--- src/rtl/jt12_mmr_q.sv ---
// Queued CPU write front-end: applies global registers locally and forwards channel/operator writes over valid/ready.
// Optional JT12_PCM_BYPASS_EN: bank-0 writes to 0x2A update pcm[8:1] directly, without queueing.
module jt12_mmr_q #(
  parameter int CH_BANKS = 2,
  parameter int DEPTH    = 4,
  localparam int BW = $clog2(CH_BANKS)
) (
  input  logic          clk,
  input  logic          rst,
  input  logic          cen,
  output logic          clk_en,
  input  logic [7:0]    din,
  input  logic [BW:0]   addr,
  input  logic          write,
  output logic          busy,
  output logic          ovf,
  output logic          lfo_en,
  output logic [2:0]    lfo_freq,
  output logic [9:0]    value_A,
  output logic [7:0]    value_B,
  output logic          load_A,
  output logic          load_B,
  output logic          enable_irq_A,
  output logic          enable_irq_B,
  output logic          clr_flag_A,
  output logic          clr_flag_B,
  output logic          fast_timers,
  output logic          csm,
  output logic          effect,
  output logic          eg_stop,
  output logic          pg_stop,
  output logic          pcm_en,
  output logic [8:0]    pcm,
  output logic          up_valid,
  input  logic          up_ready,
  output logic [7:0]    up_reg,
  output logic [BW+1:0] up_ch,
  output logic [1:0]    up_op,
  output logic [7:0]    up_din
);
  localparam int AW = $clog2(DEPTH);
  localparam int EW = BW + 16;

  logic          write_q, stb, addr_stb, data_stb, push, pop, full, empty, bypass;
  logic [7:0]    sel_reg;
  logic [BW-1:0] sel_bank;
  logic [2:0]    cnt, lim;
  logic [EW-1:0] mem [DEPTH];
  logic [AW-1:0] wr_ptr, rd_ptr;
  logic [AW:0]   count;
  logic [BW-1:0] e_bank;
  logic [7:0]    e_reg, e_dat;
  logic          fwd;
  logic [BW+1:0] fwd_ch;

  assign stb      = write & ~write_q;
  assign addr_stb = stb & ~addr[0];
  assign data_stb = stb & addr[0];
`ifdef JT12_PCM_BYPASS_EN
  assign bypass = data_stb && sel_reg == 8'h2A && sel_bank == '0;
`else
  assign bypass = 1'b0;
`endif
  assign push  = data_stb & ~bypass;
  assign empty = (count == '0);
  assign full  = (count == (AW+1)'(DEPTH));
  assign pop   = clk_en & ~empty & ~(up_valid & ~up_ready);
  assign busy  = ~empty | up_valid | push;

  assign {e_bank, e_reg, e_dat} = mem[rd_ptr];

  always_ff @(posedge clk) begin
    if (push && (!full || pop))
      mem[wr_ptr] <= {sel_bank, sel_reg, din};
  end

  always_ff @(posedge clk or posedge rst) begin
    if (rst) begin
      wr_ptr <= '0;
      rd_ptr <= '0;
      count  <= '0;
    end else begin
      if (push && (!full || pop)) wr_ptr <= wr_ptr + AW'(1);
      if (pop) rd_ptr <= rd_ptr + AW'(1);
      case ({push && (!full || pop), pop})
        2'b10:   count <= count + (AW+1)'(1);
        2'b01:   count <= count - (AW+1)'(1);
        default: count <= count;
      endcase
    end
  end

  // 0x28 key-on keeps the upper bank bits but takes the low bank bit from d2
  always_comb begin
    fwd    = 1'b0;
    fwd_ch = '0;
    if (e_reg == 8'h28) begin
      fwd       = (e_dat[1:0] != 2'd3);
      fwd_ch    = {e_bank, e_dat[1:0]};
      fwd_ch[2] = e_dat[2];
    end else if (e_reg >= 8'h30) begin
      fwd    = (e_reg[1:0] != 2'd3) && (e_reg < 8'hB8);
      fwd_ch = {e_bank, e_reg[1:0]};
    end
  end

  always_ff @(posedge clk or posedge rst) begin
    if (rst) begin
      cnt    <= '0;
      clk_en <= 1'b0;
    end else begin
      clk_en <= cen && (cnt == lim);
      if (cen) cnt <= (cnt == lim) ? 3'd0 : cnt + 3'd1;
    end
  end

  always_ff @(posedge clk or posedge rst) begin
    if (rst) begin
      write_q <= 1'b0;   sel_reg <= '0;      sel_bank <= '0;
      lim <= 3'd5;       ovf <= 1'b0;
      lfo_en <= 1'b0;    lfo_freq <= '0;     value_A <= '0;      value_B <= '0;
      load_A <= 1'b0;    load_B <= 1'b0;     enable_irq_A <= 1'b0; enable_irq_B <= 1'b0;
      clr_flag_A <= 1'b0; clr_flag_B <= 1'b0; fast_timers <= 1'b0;
      csm <= 1'b0;       effect <= 1'b0;     eg_stop <= 1'b0;    pg_stop <= 1'b0;
      pcm_en <= 1'b0;    pcm <= '0;
      up_valid <= 1'b0;  up_reg <= '0;       up_ch <= '0;        up_op <= '0;  up_din <= '0;
    end else begin
      write_q <= write;
      if (addr_stb) begin
        sel_reg  <= din;
        sel_bank <= addr[BW:1];
      end
      if (push && full && !pop) ovf <= 1'b1;
      if (clk_en) {clr_flag_B, clr_flag_A} <= 2'b00;
      if (up_valid && up_ready) up_valid <= 1'b0;
      if (pop) begin
        case (e_reg)
          8'h21: {eg_stop, pg_stop, fast_timers} <= {e_dat[5], e_dat[3], e_dat[2]};
          8'h22: {lfo_en, lfo_freq} <= e_dat[3:0];
          8'h24: value_A[9:2] <= e_dat;
          8'h25: value_A[1:0] <= e_dat[1:0];
          8'h26: value_B <= e_dat;
          8'h27: begin
            effect <= |e_dat[7:6];
            csm    <= (e_dat[7:6] == 2'b10);
            {clr_flag_B, clr_flag_A, enable_irq_B, enable_irq_A, load_B, load_A} <= e_dat[5:0];
          end
          8'h2A: pcm[8:1] <= e_dat;
          8'h2B: pcm_en <= e_dat[7];
          8'h2C: pcm[0] <= e_dat[3];
          8'h2D: lim <= 3'd5;
          8'h2E: lim <= 3'd2;
          8'h2F: lim <= 3'd1;
          default: ;
        endcase
        if (fwd) begin
          up_valid <= 1'b1;
          up_reg   <= e_reg;
          up_ch    <= fwd_ch;
          up_op    <= e_reg[3:2];
          up_din   <= e_dat;
        end
      end
`ifdef JT12_PCM_BYPASS_EN
      if (bypass) pcm[8:1] <= din;
`endif
    end
  end
endmodule

--- config.mk ---
export PLATFORM = sky130hd
export DESIGN_NAME = jt12_mmr_q
export DESIGN_NICKNAME = d
export VERILOG_FILES = /design/src/rtl/jt12_mmr_q.sv
export SDC_FILE = /design/constraint.sdc
export NUM_CORES = 1
export LEC_CHECK = 0
export CAP_MARGIN = 20
export CORE_MARGIN = 2
export CORE_UTILIZATION = 25
export CTS_CLUSTER_DIAMETER = 40
export DETAILED_ROUTE_END_ITERATION = 8
export GPL_TIMING_DRIVEN = 0
export HOLD_SLACK_MARGIN = 0.03
export PLACE_DENSITY = 0.46
export SLEW_MARGIN = 40
export SYNTH_ARGS = -nofsm -noshare
export SYNTH_HDL_FRONTEND = slang
export SYNTH_SLANG_ARGS = --single-unit
--- constraint.sdc ---
create_clock -name clk -period 6.9 [get_ports clk]
set_input_delay 1.38 -clock clk [delete_from_list [all_inputs] [get_ports clk]]
set_output_delay 1.38 -clock clk [all_outputs]
set_load 0.03 [all_outputs]
; Word-level counts from Yosys, hierarchy flattened
; Memory sizes are Yosys's and may differ from the RTL's.
; Index checks and enable logic that the tools add are counted.
[word_totals]
out_inout_bits = 68
register_bits = 90
mem_bits_rw = 68
mem_count = 1
rom_bits = 0
latch_bits = 0
elab_cells = 117
[mem_list]
columns = name, depth, word_bits, read_ports, rd_clocked_by_memory_dff, wr, line_no
row1 = mem, 4, 17, 1, 0, 1, 48  ; logic [EW-1:0] mem [DEPTH];
[op_classes]
reduce_logical = 24
n_mux = 18
n_eq_ne = 20
n_mul = 0
n_div = 0
magnitude_cmp = 2
addsub = 5
shifts = 0
n_bitwise = 13
[ops]
columns = cell, n
row1 = $eq A8 B6 Y1 const B, 13
row2 = $reduce_and A2 Y1, 11
row3 = $mux W1, 13
row4 = $mux W3, 3
row5 = $pmux W3 S3, 1
row6 = $ge A8 B6 Y1 const B, 1
row7 = $lt A8 B8 Y1 const B, 1
row8 = $add A3 B1 Y3 const B, 2
row9 = $and A1 B1 Y1, 6
row10 = $logic_and A1 B1 Y1, 6
row11 = $pmux W3 S2, 1
row12 = $not A1 Y1, 5
row13 = $add A2 B1 Y2 const B, 2
row14 = $eq A2 B2 Y1 const B, 2
row15 = $ne A2 B2 Y1 const B, 2
row16 = $eq A3 B3 Y1, 1
row17 = $eq A3 B3 Y1 const B, 1
row18 = $logic_not A3 Y1, 1
row19 = $reduce_bool A3 Y1, 1
row20 = $sub A3 B1 Y3 const B, 1
row21 = $eq A2 B1 Y1 const B, 1
row22 = $logic_not A1 Y1, 2
row23 = $or A1 B1 Y1, 2
row24 = $reduce_bool A2 Y1, 1
row25 = 2 further kinds, 2

; Depth between registers and ports, before layout
; Gate-level depths: netlist of the first run.
[logic_depth]
word_depth = 8
depth_mapped = 8

; Worst setup path before layout of the first run
; OpenSTA, ideal clock, no wires.
[synth_timing]
kind = input port to output port
start = in addr[0]
end = out busy
slack_ns = 3.516
arrival_ns = 2.004
t_required_ns = 5.520
stages = 2
path_cell_list = and3b_1 -> or3_1
[synth_between]
elab_chain_cells = 2
[synth_rtl]
columns = element, line_no
row1 = from (decl), 13  ; input logic [BW:0] addr,
row2 = $and A1 B1 Y1, 58  ; assign data_stb = stb & addr[0];
row3 = $or A1 B1 Y1, 68  ; assign busy = ~empty | up_valid | push;
row4 = to (decl), 15  ; output logic busy,
; No other way between the ends.

; Worst setup path in the final report of the first run
; Ends and elaborated chain as after synthesis.

==> results.json, run 1 <==
{
  "outcome": "finished, final reports clean",
  "cp_common_cell": "clkdlybuf4s50_1",
  "required_ps": 5520,
  "r2r_end": "up_reg[1]$_DFFE_PP0P_",
  "start_util_pct": 25.35,
  "top_register": "mem",
  "clock_sinks": 156,
  "pwr-share-seq_pct": 40.8,
  "crit_arrival_ps": 2940,
  "largest_reg_flops": 68,
  "path_cells": "clkdlybuf4s50_1 > and3b_1 > or3_1 > clkdlybuf4s50_1",
  "dr.first_iter.drc_count": 140,
  "syn2layout_area_growth_pct": 29.55,
  "period_minus_slack_ps": 4325,
  "synth_top_area_cell": "dfrtp_1",
  "port_buffers": 82,
  "synthArstFlopShare_pct": 56.41,
  "worst_slew_pin_slew_ps": 748.4,
  "final_max_slew_viol_count": 0,
  "p_per_area_nw_per_um2": 373.3,
  "r2r-start": "rd_ptr[0]$_DFFE_PP0P_",
  "swShare_pct": 33.81,
  "hpwl_um": 9463,
  "post_cts_resized": 0,
  "yosysUniqueCellTypes": 47,
  "reg_top3": "mem (68), value_A (10), pcm (9)",
  "grt_overflow": 0,
  "r2r_slack_ps": 3810,
  "placementRows": 57,
  "cellLeakagePower_nw": 3.182,
  "utilization_pct": 32.84,
  "fin_nets": 476,
  "drc_errors": 0,
  "core_area_sq_um": 24250,
  "clk_latency_ps": 430,
  "crit_start": "addr[0]",
  "reg2reg_depth": 7,
  "synth_fp_nets": 374,
  "clock_path_buffers": 2,
  "fmax_mhz": 231.2,
  "critPathLaunchType": "primary input",
  "crit_type": "in -> out",
  "final_antenna_net_count": 0,
  "antenna_found_initial": 0,
  "dp.cells": 760,
  "yosys_most_used_dff": "dfrtp_1",
  "die_h_um": 160.8,
  "p_clk_share_pct": 28.9,
  "grt_pass1_vias": 3653,
  "io_pins": 83,
  "post-synth-top-count-cell": "dfrtp_1",
  "setup_viol": 0,
  "first_pass_iters": 4,
  "gp_congestion": 0.6900,
  "syn_area_sq_um": 6147,
  "synth_top_area_share_pct": 35.01,
  "h-tree-depth": 4,
  "num_vias": 3390,
  "slowest_delay_ps": 600,
  "relSlewSlack_pct": 50.11,
  "synth_area_leaders": "dfrtp_1, edfxtp_1, mux2_1",
  "drive_gt1_share_pct": 16.88,
  "die_w_um": 160.8,
  "ctsHoldBuffers": 0,
  "syn_area_per_cell_sq_um": 17.41,
  "track_usage_pct": 11.27,
  "grt_pass1_wl_um": 21630,
  "synth_edf_count": 68,
  "crit_path_end": "busy",
  "yosysSeqAreaShare_pct": 69.08,
  "rsz0062_at_grt": "false",
  "antenna_cells": 0,
  "yosysWarnings": 0,
  "vias_per_cell": 4.280,
  "hold_viol": 0,
  "crit_path_end_kind": "primary output",
  "die-area_sq_um": 25860,
  "final_cells": 792,
  "p_int_mw": 1.968,
  "p_total_mw": 2.973,
  "postCtsSetupBuffers": 0,
  "cts_buffers": 17,
  "ys_seq_elements": 156,
  "crit_fanout": 3,
  "ys_top_cells_by_count": "dfrtp_1, edfxtp_1, mux2_1, mux4_2, nand2_1",
  "maxCapViolations": 0,
  "grt_max_degree": 60,
  "fin_skew_ps": 8.532,
  "ir_drop_mv": 0.1647,
  "final.period_utilization_pct": 62.68,
  "clk_pin_slew_ps": 60,
  "pwr-share-comb_pct": 30.3,
  "whs_ps": 485.4,
  "cts-root-buf": "clkbuf_16",
  "switchingPower_mw": 1.005,
  "syn_inst": 353,
  "crit_slowest_cell": "clkdlybuf4s50_1",
  "totalWireLength_um": 13900,
  "cts_tree": "yes",
  "avgRoutedWirePerCell_um": 17.55,
  "fin_tns_setup_ps": 0,
  "hp-class": "reg -> reg"
}
## layout by cell type (no fill, tap or decap), types with 3 or more instances in the layout
| master | n |
|---|---|
| dfrtp_1 | 86 |
| nor3_1 | 4 |
| clkinvlp_4 | 6 |
| nor3b_1 | 3 |
| nand2b_1 | 3 |
| clkbuf_16 | 17 |
| clkbuf_1 | 3 |
| mux2_1 | 59 |
| xnor2_1 | 5 |
| buf_2 | 4 |
| nand2_1 | 15 |
| nor2_1 | 3 |
| o21ai_0 | 4 |
| mux2_2 | 9 |
| buf_4 | 4 |
| inv_1 | 11 |
| edfxtp_1 | 68 |
| ha_1 | 5 |
| clkinv_4 | 4 |
| inv_6 | 3 |
| xor2_1 | 3 |
| and2_2 | 4 |
| clkdlybuf4s50_1 | 82 |
| mux4_2 | 17 |
| mux2i_1 | 3 |
## area by class of cell
type	count	area [sq um]
plain buffers	11	61.31
clock buffers	18	439.2
clock inverters	14	113.9
fillers	2366	16280
inverters	12	50.05
multi-input cells	174	1799
flip-flops and latches	156	4247
well taps	324	405.4
repair buffers	83	848.3
## worst max-delay path: cells and delay by family
family                 cells  cell delay, ps
and+or+nand+nor            2             520
buffers and inverters      2            1040
## logic make-up after synthesis
kind of cell	count (synthesis)	share of synthesized area (%)
buf+inv	23	1.730
simple gates	52	5.048
fa+ha+maj	6	1.343
flops	156	69.08
compound gates	20	2.483
xor+xnor	8	1.140
mux	88	19.17
## stage by stage
| step | worst slack (ps) | area [sq um] |
|---|---|---|
| after floorplan | 3245 | 6147 |
| after global placement | 1637 | 7373 |
| after detailed placement | 2556 | 7411 |
| after CTS | 2556 | 7964 |
| after global routing | 2499 | 7964 |
| final | 2575 | 7964 |
## routing by layer
| metal | up-vias | GRT usage, % | wire length [um] |
|---|---|---|---|
| li1 | 1531 | - | - |
| met1 | 1781 | 14.14 | 6243 |
| met2 | 63 | 18.91 | 6940 |
| met3 | 15 | 2.918 | 498 |
| met4 | 0 | 4.018 | 213 |
| met5 | - | 0 | 0 |
## worst min path at each step
stage / slack (ps) / startpoint / end / cells after the start
6_report: 490 / up_din[4]$_DFFE_PP0P_ / up_din[4]$_DFFE_PP0P_ / 1
4_1_cts: 490 / up_din[4]$_DFFE_PP0P_ / up_din[4]$_DFFE_PP0P_ / 1
3_3_place_gp: 470 / value_A[2]$_DFFE_PP0P_ / value_A[2]$_DFFE_PP0P_ / 1
3_5_place_dp: 480 / up_din[4]$_DFFE_PP0P_ / up_din[4]$_DFFE_PP0P_ / 1
5_1_grt: 510 / up_din[1]$_DFFE_PP0P_ / up_din[1]$_DFFE_PP0P_ / 1
2_1_floorplan: 470 / sel_reg[2]$_DFFE_PP0P_ / mem[0][10]$_DFFE_PP_ / 0
## power groups by stage
stage,sequential [mW],clock [mW],combinational (mW)
after global placement,1.23,0,0.905
final,1.21,0.858,0.902
after global routing,1.23,0.924,0.974
after detailed placement,1.23,0,0.918
after CTS,1.22,0.882,0.921
after floorplan,1.34,0,0.431
Note: power is estimated with default switching activity, not from simulation.
==> run 2, diff against run 1 <==
Settings changed: PLACE_DENSITY 0.46 to 0.47.
Clock period 6.9 ns to 3.7 ns, I/O delays scaled along.
==> run 2 against run 1 <==
Compared with the run above: combinational power up 86%; sequential power grew 87%; routed wire length decreased by 0.35%; core utilization rose by 0.088 points; via count shrank 1.6%; count of clock-buffer cells in the layout rose by 3; clock power grew 92%; worst hold slack worse by 1.4 ps; critical path type is now reg -> reg; largest cell class unchanged; largest power group unchanged; highest routed layer unchanged.
==> results.json, run 2 (same netlist as run 1, synthesis figures left out) <==
{
  "h-tree-depth": 4,
  "fin_ws_ps": 589.0,
  "grt_max_degree": 59,
  "port_buffers": 82,
  "setup_viol": 0,
  "crit_fanout": 10,
  "antenna_cells": 0,
  "start_util_pct": 25.35,
  "dr.first_iter.drc_count": 177,
  "r2r_slack_ps": 590,
  "totalWireLength_um": 13850,
  "die_h_um": 160.8,
  "fmax_mhz": 321.4,
  "clk_latency_ps": 420,
  "crit_type": "reg -> reg",
  "top_register": "mem",
  "ir_drop_mv": 0.3004,
  "die-area_sq_um": 25860,
  "grt_pass1_wl_um": 21530,
  "syn2layout_area_growth_pct": 29.90,
  "postCtsSetupBuffers": 0,
  "relSlewSlack_pct": 49.41,
  "cts-root-buf": "clkbuf_16",
  "placementRows": 57,
  "min_delay_worst_endpoint": "value_A[2]$_DFFE_PP0P_",
  "fin_skew_ps": 7.481,
  "p_per_area_nw_per_um2": 700.2,
  "post_dp_cell_area_sq_um": 7411,
  "period_minus_slack_ps": 3111,
  "final_max_slew_viol_count": 0,
  "required_ps": 4000,
  "final_area_sq_um": 7985,
  "place_ws_ps": 556.7,
  "die_w_um": 160.8,
  "largest_reg_flops": 68,
  "post_cts_resized": 0,
  "track_usage_pct": 11.34,
  "critPathLaunchType": "flip-flop",
  "fin_nets": 476,
  "num_vias": 3336,
  "drc_errors": 0,
  "outcome": "finished, final reports clean",
  "reg2reg_depth": 7,
  "gp_congestion": 0.6818,
  "hold_depth": 1,
  "final.period_utilization_pct": 84.08,
  "final_antenna_net_count": 0,
  "cts_buffers": 17,
  "rsz0062_at_grt": "false",
  "crit_arrival_ps": 3410,
  "clock_sinks": 156,
  "ctsHoldBuffers": 0,
  "grt_overflow": 0,
  "core_area_sq_um": 24250,
  "clock_path_buffers": 2,
  "crit_path_end_kind": "flip-flop",
  "avgRoutedWirePerCell_um": 17.48,
  "io_pins": 83,
  "final_common_cell": "dfrtp_1",
  "clk_pin_slew_ps": 60,
  "r2r-start": "rd_ptr[0]$_DFFE_PP0P_",
  "maxCapViolations": 0,
  "nFillCells": 2382,
  "worstHoldStart": "value_A[2]$_DFFE_PP0P_",
  "grt_pass1_vias": 3621,
  "hp-class": "reg -> reg",
  "most-common-layout-cells": "dfrtp_1, clkdlybuf4s50_1, edfxtp_1, mux2_1, clkbuf_16",
  "utilization_pct": 32.93,
  "vias_per_cell": 4.212,
  "worst_slew_pin_slew_ps": 758.8,
  "cts_tree": "yes",
  "drive_gt1_share_pct": 16.67,
  "r2r_end": "up_din[3]$_DFFE_PP0P_",
  "hpwl_um": 9542,
  "antenna_found_initial": 0,
  "first_pass_iters": 4,
  "reg_top3": "mem (68), value_A (10), pcm (9)",
  "hold_viol": 0,
  "cellLeakagePower_nw": 3.210
}
-- run 2: cell types whose count changed in the layout (fill, tap and decap cells not counted) --
cell / before / now
inv_8: 1 / 0
inv_6: 3 / 2
clkbuf_16: 17 / 19
clkinv_2: 1 / 2
inv_4: 0 / 2
clkinvlp_4: 6 / 2
clkbuf_1: 3 / 4
-- run 2: where the power goes --
| part | total [mW] | switching (mW) | internal, mW |
|---|---|---|---|
| registers | 2.26 | 0.173 | 2.09 |
| logic | 1.68 | 0.979 | 0.698 |
| clock network | 1.65 | 0.693 | 0.960 |
| total | 5.59 | 1.84 | 3.75 |
-- run 2: how the worst max path moves through the flow --
stage / cells after the start / slack, ps / to / from
floorplan: 1 / 680 / clk_en$_DFF_PP0_ / rst
global placement: 2 / -900 / up_reg[5]$_DFFE_PP0P_ / rst
detailed placement: 8 / 560 / up_din[6]$_DFFE_PP0P_ / rd_ptr[1]$_DFFE_PP0P_
CTS: 8 / 550 / up_din[6]$_DFFE_PP0P_ / rd_ptr[1]$_DFFE_PP0P_
global route: 7 / 430 / up_din[4]$_DFFE_PP0P_ / rd_ptr[0]$_DFFE_PP0P_
finish: 7 / 590 / up_din[3]$_DFFE_PP0P_ / rd_ptr[0]$_DFFE_PP0P_
-- run 2: cell type report --
| cell class | instances | area [sq um] | share of cell area [%] |
|---|---|---|---|
| clock inverter | 11 | 81.33 | 1.018 |
| buffer | 11 | 61.31 | 0.7678 |
| tap | 324 | 405.4 | 5.077 |
| multi-input combinational | 174 | 1799 | 22.53 |
| sequential | 156 | 4247 | 53.18 |
| inverter | 12 | 50.05 | 0.6268 |
| clock buffer | 21 | 493.0 | 6.174 |
| timing repair buffer | 83 | 848.3 | 10.62 |
-- run 2: routing by layer --
layer  wire, um  track usage, %  share of wire, %  up-vias
met5          0               0                 0        -
met4        146           4.018               1.1        0
met3        535           3.461               3.9        8
met2       7100           19.65                51       64
met1       6064           13.35                44     1735
li1           -               -                 -     1529
-- run 2: per-stage QoR --
stage | instances | TNS [ps] | hold slack, ps | power (mW)
3_3_place_gp | 759 | -76360 | 466.5 | 3.970
3_5_place_dp | 760 | 0 | 473.7 | 4.014
2_1_floorplan | 353 | 0 | 472.4 | 3.307
4_1_cts | 792 | 0 | 487.5 | 5.689
5_1_grt | 792 | 0 | 511.5 | 5.879
6_report | 792 | 0 | 483.9 | 5.591
-- run 2: worst max-delay path, stage by stage, from the launching register on --
cell and delay, ps:
dfrtp_1 310, buf_2 330, mux4_2 690, or4b_1 570
or2_1 250, a211oi_2 240, buf_4 260, mux2_1 330
